`src/rtl/uart_program_loader.sv`:
```
`default_nettype none
// ============================================================================
// uart_program_loader : boot loader, UART 8N1 image -> program_memory writes,
// holds the core in reset until a full image arrives. Option: LOADER_CHECKSUM_EN
// Revision: 1.0
// ============================================================================
module uart_program_loader #(
  parameter int CLKS_PER_BIT = 434,
  parameter int MEM_WORDS    = 1024
) (
  input  logic        clk,
  input  logic        reset_n,
  input  logic        io_rx,
  output logic [31:0] mem_address,
  output logic        mem_write_enable,
  output logic [31:0] mem_write_data,
  output logic        cpu_reset_n,
  output logic        load_done,
  output logic        load_error
);

  localparam int                 c_cnt_w     = $clog2(CLKS_PER_BIT);
  localparam logic [c_cnt_w-1:0] c_full_max  = c_cnt_w'(CLKS_PER_BIT - 1);
  localparam logic [c_cnt_w-1:0] c_half_max  = c_cnt_w'(CLKS_PER_BIT / 2 - 1);
  localparam logic [31:0]        c_mem_words = 32'(MEM_WORDS);

  // ---------------------------------------------------------------- receiver
  typedef enum logic [1:0] {
    RX_IDLE  = 2'd0,
    RX_START = 2'd1,
    RX_DATA  = 2'd2,
    RX_STOP  = 2'd3
  } rx_state_t;

  rx_state_t          r_rx_state, w_rx_next;
  logic               r_rx_meta, r_rx_sync, r_rx_prev;
  logic [c_cnt_w-1:0] r_clk_cnt;
  logic [2:0]         r_bit_idx;
  logic [7:0]         r_shift;
  logic               r_byte_valid;
  logic [7:0]         r_byte_data;
  logic               r_frame_err;
  logic               w_half_tick, w_full_tick;

  assign w_half_tick = (r_clk_cnt == c_half_max);
  assign w_full_tick = (r_clk_cnt == c_full_max);

  always_ff @(posedge clk or negedge reset_n) begin
    if (!reset_n) r_rx_state <= RX_IDLE;
    else          r_rx_state <= w_rx_next;
  end

  always_comb begin
    w_rx_next = r_rx_state;
    case (r_rx_state)
      RX_IDLE:  if (r_rx_prev && !r_rx_sync) w_rx_next = RX_START;
      RX_START: if (w_half_tick) w_rx_next = r_rx_sync ? RX_IDLE : RX_DATA;
      RX_DATA:  if (w_full_tick && (r_bit_idx == 3'd7)) w_rx_next = RX_STOP;
      RX_STOP:  if (w_full_tick) w_rx_next = RX_IDLE;
      default:  w_rx_next = RX_IDLE;
    endcase
  end

  always_ff @(posedge clk or negedge reset_n) begin
    if (!reset_n) begin
      r_rx_meta    <= 1'b1;
      r_rx_sync    <= 1'b1;
      r_rx_prev    <= 1'b1;
      r_clk_cnt    <= '0;
      r_bit_idx    <= '0;
      r_shift      <= '0;
      r_byte_valid <= 1'b0;
      r_byte_data  <= '0;
      r_frame_err  <= 1'b0;
    end else begin
      r_rx_meta    <= io_rx;
      r_rx_sync    <= r_rx_meta;
      r_rx_prev    <= r_rx_sync;
      r_byte_valid <= 1'b0;
      r_frame_err  <= 1'b0;
      case (r_rx_state)
        RX_IDLE: begin
          r_clk_cnt <= '0;
          r_bit_idx <= '0;
        end
        RX_START: r_clk_cnt <= w_half_tick ? '0 : r_clk_cnt + 1'b1;
        RX_DATA: begin
          if (w_full_tick) begin
            r_clk_cnt <= '0;
            r_shift   <= {r_rx_sync, r_shift[7:1]};
            r_bit_idx <= r_bit_idx + 1'b1;
          end else begin
            r_clk_cnt <= r_clk_cnt + 1'b1;
          end
        end
        RX_STOP: begin
          if (w_full_tick) begin
            r_clk_cnt <= '0;
            if (r_rx_sync) begin
              r_byte_valid <= 1'b1;
              r_byte_data  <= r_shift;
            end else begin
              r_frame_err  <= 1'b1;
            end
          end else begin
            r_clk_cnt <= r_clk_cnt + 1'b1;
          end
        end
        default: r_clk_cnt <= '0;
      endcase
    end
  end

  // ------------------------------------------------------------------ loader
  typedef enum logic [2:0] {
    LD_LEN0  = 3'd0,
    LD_LEN1  = 3'd1,
    LD_DATA  = 3'd2,
`ifdef LOADER_CHECKSUM_EN
    LD_CSUM  = 3'd3,
`endif
    LD_DONE  = 3'd4,
    LD_ERROR = 3'd5
  } ld_state_t;

`ifdef LOADER_CHECKSUM_EN
  localparam ld_state_t c_after_payload = LD_CSUM;
`else
  localparam ld_state_t c_after_payload = LD_DONE;
`endif

  ld_state_t   r_ld_state, w_ld_next;
  logic [15:0] r_count;
  logic [15:0] r_word_idx;
  logic [1:0]  r_byte_idx;
  logic [23:0] r_word_buf;
  logic [31:0] r_mem_addr;
  logic [31:0] r_mem_data;
  logic        r_mem_we;
  logic        r_cpu_rst_n;
  logic        r_done;
  logic        r_error;
  logic [15:0] w_len;
  logic        w_last_word;
  logic        w_terminal;
`ifdef LOADER_CHECKSUM_EN
  logic [7:0]  r_csum;
`endif

  assign w_len       = {r_byte_data, r_count[7:0]};
  assign w_last_word = ((r_word_idx + 16'd1) == r_count);
  assign w_terminal  = (r_ld_state == LD_DONE) || (r_ld_state == LD_ERROR);

  always_ff @(posedge clk or negedge reset_n) begin
    if (!reset_n) r_ld_state <= LD_LEN0;
    else          r_ld_state <= w_ld_next;
  end

  always_comb begin
    w_ld_next = r_ld_state;
    if (r_frame_err && !w_terminal) begin
      w_ld_next = LD_ERROR;
    end else if (r_byte_valid) begin
      case (r_ld_state)
        LD_LEN0: w_ld_next = LD_LEN1;
        LD_LEN1: begin
          if ({16'd0, w_len} > c_mem_words) w_ld_next = LD_ERROR;
          else if (w_len == 16'd0)          w_ld_next = c_after_payload;
          else                              w_ld_next = LD_DATA;
        end
        LD_DATA: if ((r_byte_idx == 2'd3) && w_last_word) w_ld_next = c_after_payload;
`ifdef LOADER_CHECKSUM_EN
        LD_CSUM: w_ld_next = (r_byte_data == r_csum) ? LD_DONE : LD_ERROR;
`endif
        default: w_ld_next = r_ld_state;
      endcase
    end
  end

  // Address/data only change on a write, so they hold between strobes.
  always_ff @(posedge clk or negedge reset_n) begin
    if (!reset_n) begin
      r_count     <= '0;
      r_word_idx  <= '0;
      r_byte_idx  <= '0;
      r_word_buf  <= '0;
      r_mem_addr  <= '0;
      r_mem_data  <= '0;
      r_mem_we    <= 1'b0;
      r_cpu_rst_n <= 1'b0;
      r_done      <= 1'b0;
      r_error     <= 1'b0;
`ifdef LOADER_CHECKSUM_EN
      r_csum      <= '0;
`endif
    end else begin
      r_mem_we    <= 1'b0;
      r_cpu_rst_n <= (r_ld_state == LD_DONE);
      r_done      <= (r_ld_state == LD_DONE);
      r_error     <= (r_ld_state == LD_ERROR);
      if (r_byte_valid) begin
        case (r_ld_state)
          LD_LEN0: r_count[7:0] <= r_byte_data;
          LD_LEN1: begin
            r_count[15:8] <= r_byte_data;
            r_word_idx    <= '0;
            r_byte_idx    <= '0;
          end
          LD_DATA: begin
            r_byte_idx <= r_byte_idx + 2'd1;
`ifdef LOADER_CHECKSUM_EN
            r_csum     <= r_csum ^ r_byte_data;
`endif
            if (r_byte_idx == 2'd3) begin
              r_mem_we   <= 1'b1;
              r_mem_addr <= 32'({r_word_idx, 2'b00});
              r_mem_data <= {r_byte_data, r_word_buf};
              r_word_idx <= r_word_idx + 16'd1;
            end else begin
              r_word_buf <= {r_byte_data, r_word_buf[23:8]};
            end
          end
          default: ;
        endcase
      end
    end
  end

  assign mem_address      = r_mem_addr;
  assign mem_write_enable = r_mem_we;
  assign mem_write_data   = r_mem_data;
  assign cpu_reset_n      = r_cpu_rst_n;
  assign load_done        = r_done;
  assign load_error       = r_error;

endmodule
`default_nettype wire

```
`config.mk`:
```
export PLATFORM = sky130hd
export DESIGN_NAME = uart_program_loader
export DESIGN_NICKNAME = d
export VERILOG_FILES = /design/src/rtl/uart_program_loader.sv
export SDC_FILE = /design/constraint.sdc
export NUM_CORES = 1
export LEC_CHECK = 0
export CAP_MARGIN = 20
export CORE_UTILIZATION = 45
export CTS_CLUSTER_DIAMETER = 120
export DETAILED_ROUTE_END_ITERATION = 16
export PLACE_DENSITY_LB_ADDON = 0.25
export SLEW_MARGIN = 20
export SYNTH_ARGS = -nofsm -noshare
export SYNTH_HDL_FRONTEND = slang
export SYNTH_SLANG_ARGS = --single-unit
export TNS_END_PERCENT = 5
```
`constraint.sdc`:
```
create_clock -name clk -period 2.4 [get_ports clk]
set_input_delay 0.24 -clock clk [delete_from_list [all_inputs] [get_ports clk]]
set_output_delay 0.24 -clock clk [all_outputs]
set_load 0.1 [all_outputs]
```
==> results of run 1 <==
-- per-stage QoR --
stage	setup WS (ns)	hold WS [ns]
floorplan	0.0709	-0.0556
global placement	0.120	0.247
detailed placement	0.0697	0.256
CTS	0.0368	0.203
global route	0.00945	0.220
finish	0.120	0.221
-- state kept, by name, summed over array words and instances, names as in the netlist, 2 cells and up, named ones only --
register,flops
r_ld_state,3
r_byte_idx,2
r_word_buf,24
r_clk_cnt,9
mem_write_data,32
r_bit_idx,3
r_byte_data,8
r_word_idx,16
r_count,16
mem_address,16
r_shift,8
-- cells in the final DEF (no fill, tap or decap), types with 5 or more instances in the layout --
master and n:
a22o_1 6, buf_4 79, clkbuf_16 17, clkbuf_8 5
conb_1 16, dfrtp_1 141, ha_1 7, inv_1 10
mux2_2 57, nand2_1 184, nand3_1 12, nand4_1 7
nor2_1 27, nor2b_1 7, nor3_1 7, nor4_1 6
o21ai_0 30, o31ai_1 7, xnor2_1 12, xor2_1 13
-- metal layers --
metal	part of all wire	track usage
met5	0	0
met4	0.010	0.0666
met3	0.038	0.0580
met2	0.50	0.332
met1	0.45	0.258
-- power by group --
group	internal (W)	switching (W)	total (W)	leakage, nW
clock network	0.00189	0.00103	0.00292	0.325
logic	0.000111	0.000261	0.000371	1.78
registers	0.00254	0.000106	0.00265	2.03
total	0.00454	0.00140	0.00594	4.13
-- worst reg2reg max path, delay by kind of cell (launching register included) --
family,cells,cell delay (ns)
compound gates,2,0.50
simple gates,4,1.32
flops,1,0.41
-- repair_timing --
action / CTS / global route
endpoints found under the hold margin: 59 / 0
endpoints found under the setup margin: 0 / 2
gates resized for setup: 0 / 9
hold buffers: 1 / 0
-- cell families (layout without fill, tap and decap cells) --
| kind of cell | after synthesis | in the layout |
|---|---|---|
| DFF | 147 | 147 |
| adders and majority gates | 7 | 7 |
| muxes | 59 | 59 |
| other | 1 | 16 |
| buffers and inverters | 62 | 127 |
| and+or+nand+nor | 288 | 288 |
| xor gates and xnor gates | 25 | 25 |
| AOI/OAI and AO/OA | 69 | 69 |
-- worst paths after layout --
| kind | start | end | slack [ns] | cells after the start |
|---|---|---|---|---|
| max | r_word_idx[1] | r_ld_state[2] | 0.12 | 6 |
| min | io_rx | r_rx_meta | 0.22 | 1 |
| max reg2reg | r_word_idx[1] | r_ld_state[2] | 0.12 | 6 |
| min reg2reg | r_rx_meta | r_rx_sync | 0.36 | 0 |
| max in group asynchronous | reset_n | r_word_idx[1] | 1.26 | 3 |
| min in group asynchronous | reset_n | mem_write_data[1] | 0.35 | 2 |
-- final cells by class --
class,count,area share
well taps,184,0.0284
repair buffers,84,0.0819
clock inverters,9,0.0202
inverters,11,0.00509
clock buffers,23,0.0614
multi-input cells,464,0.348
flip-flops and latches,147,0.455
==> impl_results.md, run 1 <==
* Sequential area share after synthesis at 0.547
* Critical path required time at roughly 2.8 ns
* Commonest cells post-synth: nand2_1 (184), dfrtp_1 (144), mux2_2 (57), o21ai_0 (30), nor2_1 (28)
* Count leader, synth: nand2_1
* Layout cells sized above 1 at 0.253
* Number of core rows at 44
* Fin cells at around 920
* Post-Synthesis Cell Area at 6730 um^2
* First drt pass iteration count at 5
* Post-synthesis mux area share at 0.0983
* Ys async rst share at 1.00
* Final worst-path cycle share at 0.950
* Adder-Cell Fraction of Synth Area at 0.0130
* Crit path max-delay cell type: or4_4
* Number of global-route vias before repair at roughly 4.8k
* Worst VDD drop at between 0.0005 and 0.0006 V
* Setup TNS at 0 ns
* Total wire length at between 10000 and 15000 um
* Delay-heaviest family, CP: simple AND/OR/NAND/NOR gates
* CTS H-tree lvls at 4
* Yosys Warn Count at 0
* Deepest clock path buffer count at 2
* Least-Margin Pin Slew at ~0.74 ns
* First-pass GRT wire length at ~25000 um
* Hold WC Path Type: input pin to flip-flop
* CP Buf/Inv Count at 0
* Synth area leaders: dfrtp_1 (54%), nand2_1 (10%), mux2_2 (9.5%), o21ai_0 (2.2%), buf_4 (2.1%)
* Setup bufs post-CTS at 0
* Fin. max-slew vios at 0
* Pleak at around 4.1 nW
* Starting Density at 0.461
* Yosys cell types at 57
* Antenna Nets Post-Route at 0
* Worst-path clk slew at about 0.06 ns
* Arrival time of the worst setup path at roughly 2.6 ns
* Final core utilization at 0.556
* Post-route design area at 8110 um^2
* Die width at between 100 and 150 um
* Inst Count DP at 889
* DP Wirelength at 10300 um
* Mapped Avg Cell Area at 10.2 um^2
* Clock Latency Late Sink at approximately 0.43 ns
* Worst-path cell chain: nand2_1 > or4_4 > or3_1 > a211oi_1 > and4_1 > a31o_1
* Largest net degree at the start of global routing at 63
* # IOs at ~70
* Initial antenna violation count at 0
* Die area at 15500 um^2
* Achievable frequency at around 0.44 GHz
* WS Path Type: flip-flop to flip-flop
* RSZ-0062 raised after global routing: no
* Root buf cell: clkbuf_16
* Main combinational cell family by area after synthesis: simple AND/OR/NAND/NOR gates
* Critical path launch point type: flip-flop
* Routed vias/inst at around 5.3
* CTS tree: done
* Endpoints failing hold at 0
* Total placed instance area at ~7400 um^2
* Register area at approximately 3700 um^2
* Main synth FF type: dfrtp_1
* Max incr delay on CP at between 0.5 and 0.6 ns
* Worst setup EP type: flip-flop
* Max-cap violations at 0
* Multi-input logic area at around 2800 um^2
* FF+latch count, synth at 147
* Overall routing resource usage at 0.203
* Post-synthesis compound-gate area fraction at 0.0671
* # DRC at 0
* Max transition margin at 0.503
* Routability cong. at between 0.8 and 0.9
* Area leader, netlist: dfrtp_1
* Setup Skew at between 0.007 and 0.008 ns
* Endpoints failing setup at 0
* Power density cells at around 730 nW/um^2
* Yosys top cell area share at 0.535
* CTS sink count at ~150
* Fin nets at approximately 740
* Avg WL per Cell at 16.2 um
* Area delta synth->final at 20.5%
* Simple-gate share of the synthesized area at 0.195
* Number of port buffers at 54
* Total vias in the final route at ~4.9k
* XOR/XNOR Fraction of Synth Area at 0.0325
* N_diodes at 0
* Total Power at slightly below 0.006 W
* Status: finished clean
* Die Y at approximately 120 um
* Core box area at ~15000 um^2
* Post-Synthesis Cells at 658
* Crit path max fanout at 6
* Tmin final at approximately 2.3 ns
* Num CTS Buffers at 17
* Starting DRC count in detailed routing at 259
* Filler cells at 1262
* EDFF count, synth at 0
* GRT overflow at 0
Power figures use the tool's default switching activity.
==> run 2: changes to the inputs <==
- CORE_MARGIN: unset -> 3
- clock period: 2.4 -> 2 ns (I/O delays scaled with it)
==> impl_results.md, run 2 (synthesis results as in run 1) <==
* Status: finished, violations left
* Failing checks: negative setup slack
* Critical path required time at 2.36 ns (-0.40 ns)
* Largest net degree at the start of global routing at 67 (+6.3%)
* Achievable frequency at 0.482 GHz (+10%)
* Core box area at 14600 um^2 (unchanged)
* Most frequent cells in the layout: nand2_1 (183), dfrtp_1 (142), buf_4 (126)
* Worst-path cell chain: buf_4 > nand4_1 > nor4_2 > xor2_1 > a2111oi_2 > and4_4 > a31o_1
* Inst Count DP at 937 (+5.4%)
* WS Path Type: flip-flop to flip-flop
* Post-Place Worst Slack at -0.148 ns (-0.218 ns)
* Crit path max fanout at 7 (+1)
* Worst VDD drop at 0.000640 V (+23%)
* Overall routing resource usage at 0.195 (-0.00809)
* Number of port buffers at 54 (unchanged)
* Deepest clock path buffer count at 2 (unchanged)
* # IOs at 71 (unchanged)
* Clock Latency Late Sink at 0.42 ns (about the same)
* Commonest non-fill, non-tap cell in the layout: nand2_1
* Worst setup EP type: flip-flop
* Die width at 128 um (+3.2%)
* Num CTS Buffers at 17 (unchanged)
* Endpoints failing hold at 0 (unchanged)
* Total vias in the final route at 5070 (+3.1%)
* Setup Skew at 0.00671 ns (-0.000389 ns)
* Number of core rows at 44 (unchanged)
* Starting Density at 0.461 (unchanged)
* Routability cong. at 0.853 (+0.96%)
* Fin. max-slew vios at 0 (unchanged)
* CTS sink count at 147 (unchanged)
* Initial antenna violation count at 0 (unchanged)
* Critical path launch point type: flip-flop
* Max incr delay on CP at 0.45 ns (-0.12 ns)
* Routed vias/inst at 5.22 (-2.1%)
* Total wire length at 15300 um (+2.7%)
* Number of global-route vias before repair at 5042 (+5.2%)
* Antenna Nets Post-Route at 0 (unchanged)
* GRT overflow at 0 (unchanged)
* Area delta synth->final at 26.5%
* CTS tree: done
* Arrival time of the worst setup path at 2.43 ns (-0.21 ns)
* Starting DRC count in detailed routing at 258 (-0.39%)
* Fin cells at 971 (+5.3%)
* DP Wirelength at 10600 um (+2.8%)
* Final worst-path cycle share at 1.04 (+0.0867)
* Pleak at 4.39 nW (+6.1%)
* CP Buf/Inv Count at 1 (+1)
* Die area at 16500 um^2 (+6.5%)
* RSZ-0062 raised after global routing: yes
* Hold WC Path Type: input pin to flip-flop
* Fin nets at 784 (+6.7%)
* PnR worst setup slack at -0.0732 ns (-0.194 ns)
* Power density cells at 824 nW/um^2 (+12%)
* N_diodes at 0 (unchanged)
* Max reg flops at 32 (unchanged)
* Delay-heaviest family, CP: simple AND/OR/NAND/NOR gates
* Crit path max-delay cell type: a2111oi_2
* Max-cap violations at 0 (unchanged)
* Avg WL per Cell at 15.8 um (-2.5%)
* Endpoints failing setup at 2 (+2)
* Tmin final at 2.07 ns (-0.206 ns)
* CTS H-tree lvls at 4 (unchanged)
* First-pass GRT wire length at 25400 um (+3.7%)
* Die Y at 128 um (+3.2%)
* Layout cells sized above 1 at 0.313 (+0.0592)
* Root buf cell: clkbuf_16
* # DRC at 0 (unchanged)
* Worst-path clk slew at 0.06 ns (about the same)
* First drt pass iteration count at 4 (-1)
## run 2: cell types whose count changed in the layout (fill, tap and decap cells not counted), sizes merged
| cell | previous run | this run |
|---|---|---|
| clkinvlp | 0 | 3 |
| inv | 13 | 15 |
| buf | 82 | 131 |
| bufinv | 4 | 3 |
| clkbuf | 23 | 17 |
| clkinv | 3 | 5 |
## run 2: final cells by class
class	count	area, um^2
well taps	184	230
multi-input cells	464	2880
inverters	11	41.3
flip-flops and latches	147	3680
clock buffers	17	425
repair buffers	133	1060
fillers	1262	6070
clock inverters	15	198
## run 2: repair_timing
action,in CTS,in global routing
endpoints found under the setup margin,8,3
pin swaps,5,4
endpoints found under the hold margin,39,0
buffers inserted,1,0
resized for setup,5,9
hold buffers,1,0
## run 2: where the power goes
part / leakage, nW / switching [W] / internal [W]
Combinational: 2.06 / 0.000358 / 0.000180
Sequential: 2.03 / 0.0000973 / 0.00305
Clock: 0.296 / 0.00134 / 0.00200
Total: 4.39 / 0.00179 / 0.00522
## run 2: path summary, 6_finish.rpt
| check | from | endpoint | slack (ns) | cells past startpoint |
|---|---|---|---|---|
| worst max-delay path | r_word_idx[0] | r_ld_state[2] | -0.07 | 7 |
| worst min-delay path | io_rx | r_rx_meta | 0.18 | 1 |
| worst max register to register | r_word_idx[0] | r_ld_state[2] | -0.07 | 7 |
| worst min register to register | r_rx_meta | r_rx_sync | 0.36 | 0 |
| max in group asynchronous | reset_n | r_word_idx[4] | 1.07 | 3 |
| min in group asynchronous | reset_n | mem_address[13] | 0.26 | 2 |
## run 2: metal layers
layer,wire [um],up-vias,GRT usage,share of wire
met5,0,-,0,0
met3,585,18,0.0379,0.038
met4,222,0,0.0630,0.014
met2,7570,85,0.322,0.49
li1,-,2435,-,-
met1,6950,2532,0.259,0.45
## run 2: stage by stage
step	util	total power [W]	instance area, um^2	TNS, ns	hold slack (ns)
after global routing	0.584	0.00728	8520	-0.281	0.184
after CTS	0.582	0.00708	8490	-0.197	0.171
final	0.584	0.00702	8520	-0.127	0.184
after detailed placement	0.537	0.00374	7830	-0.534	0.150
after floorplan	-	0.00355	6860	-0.0205	-0.0956
after global placement	0.537	0.00371	7830	-0.288	0.144
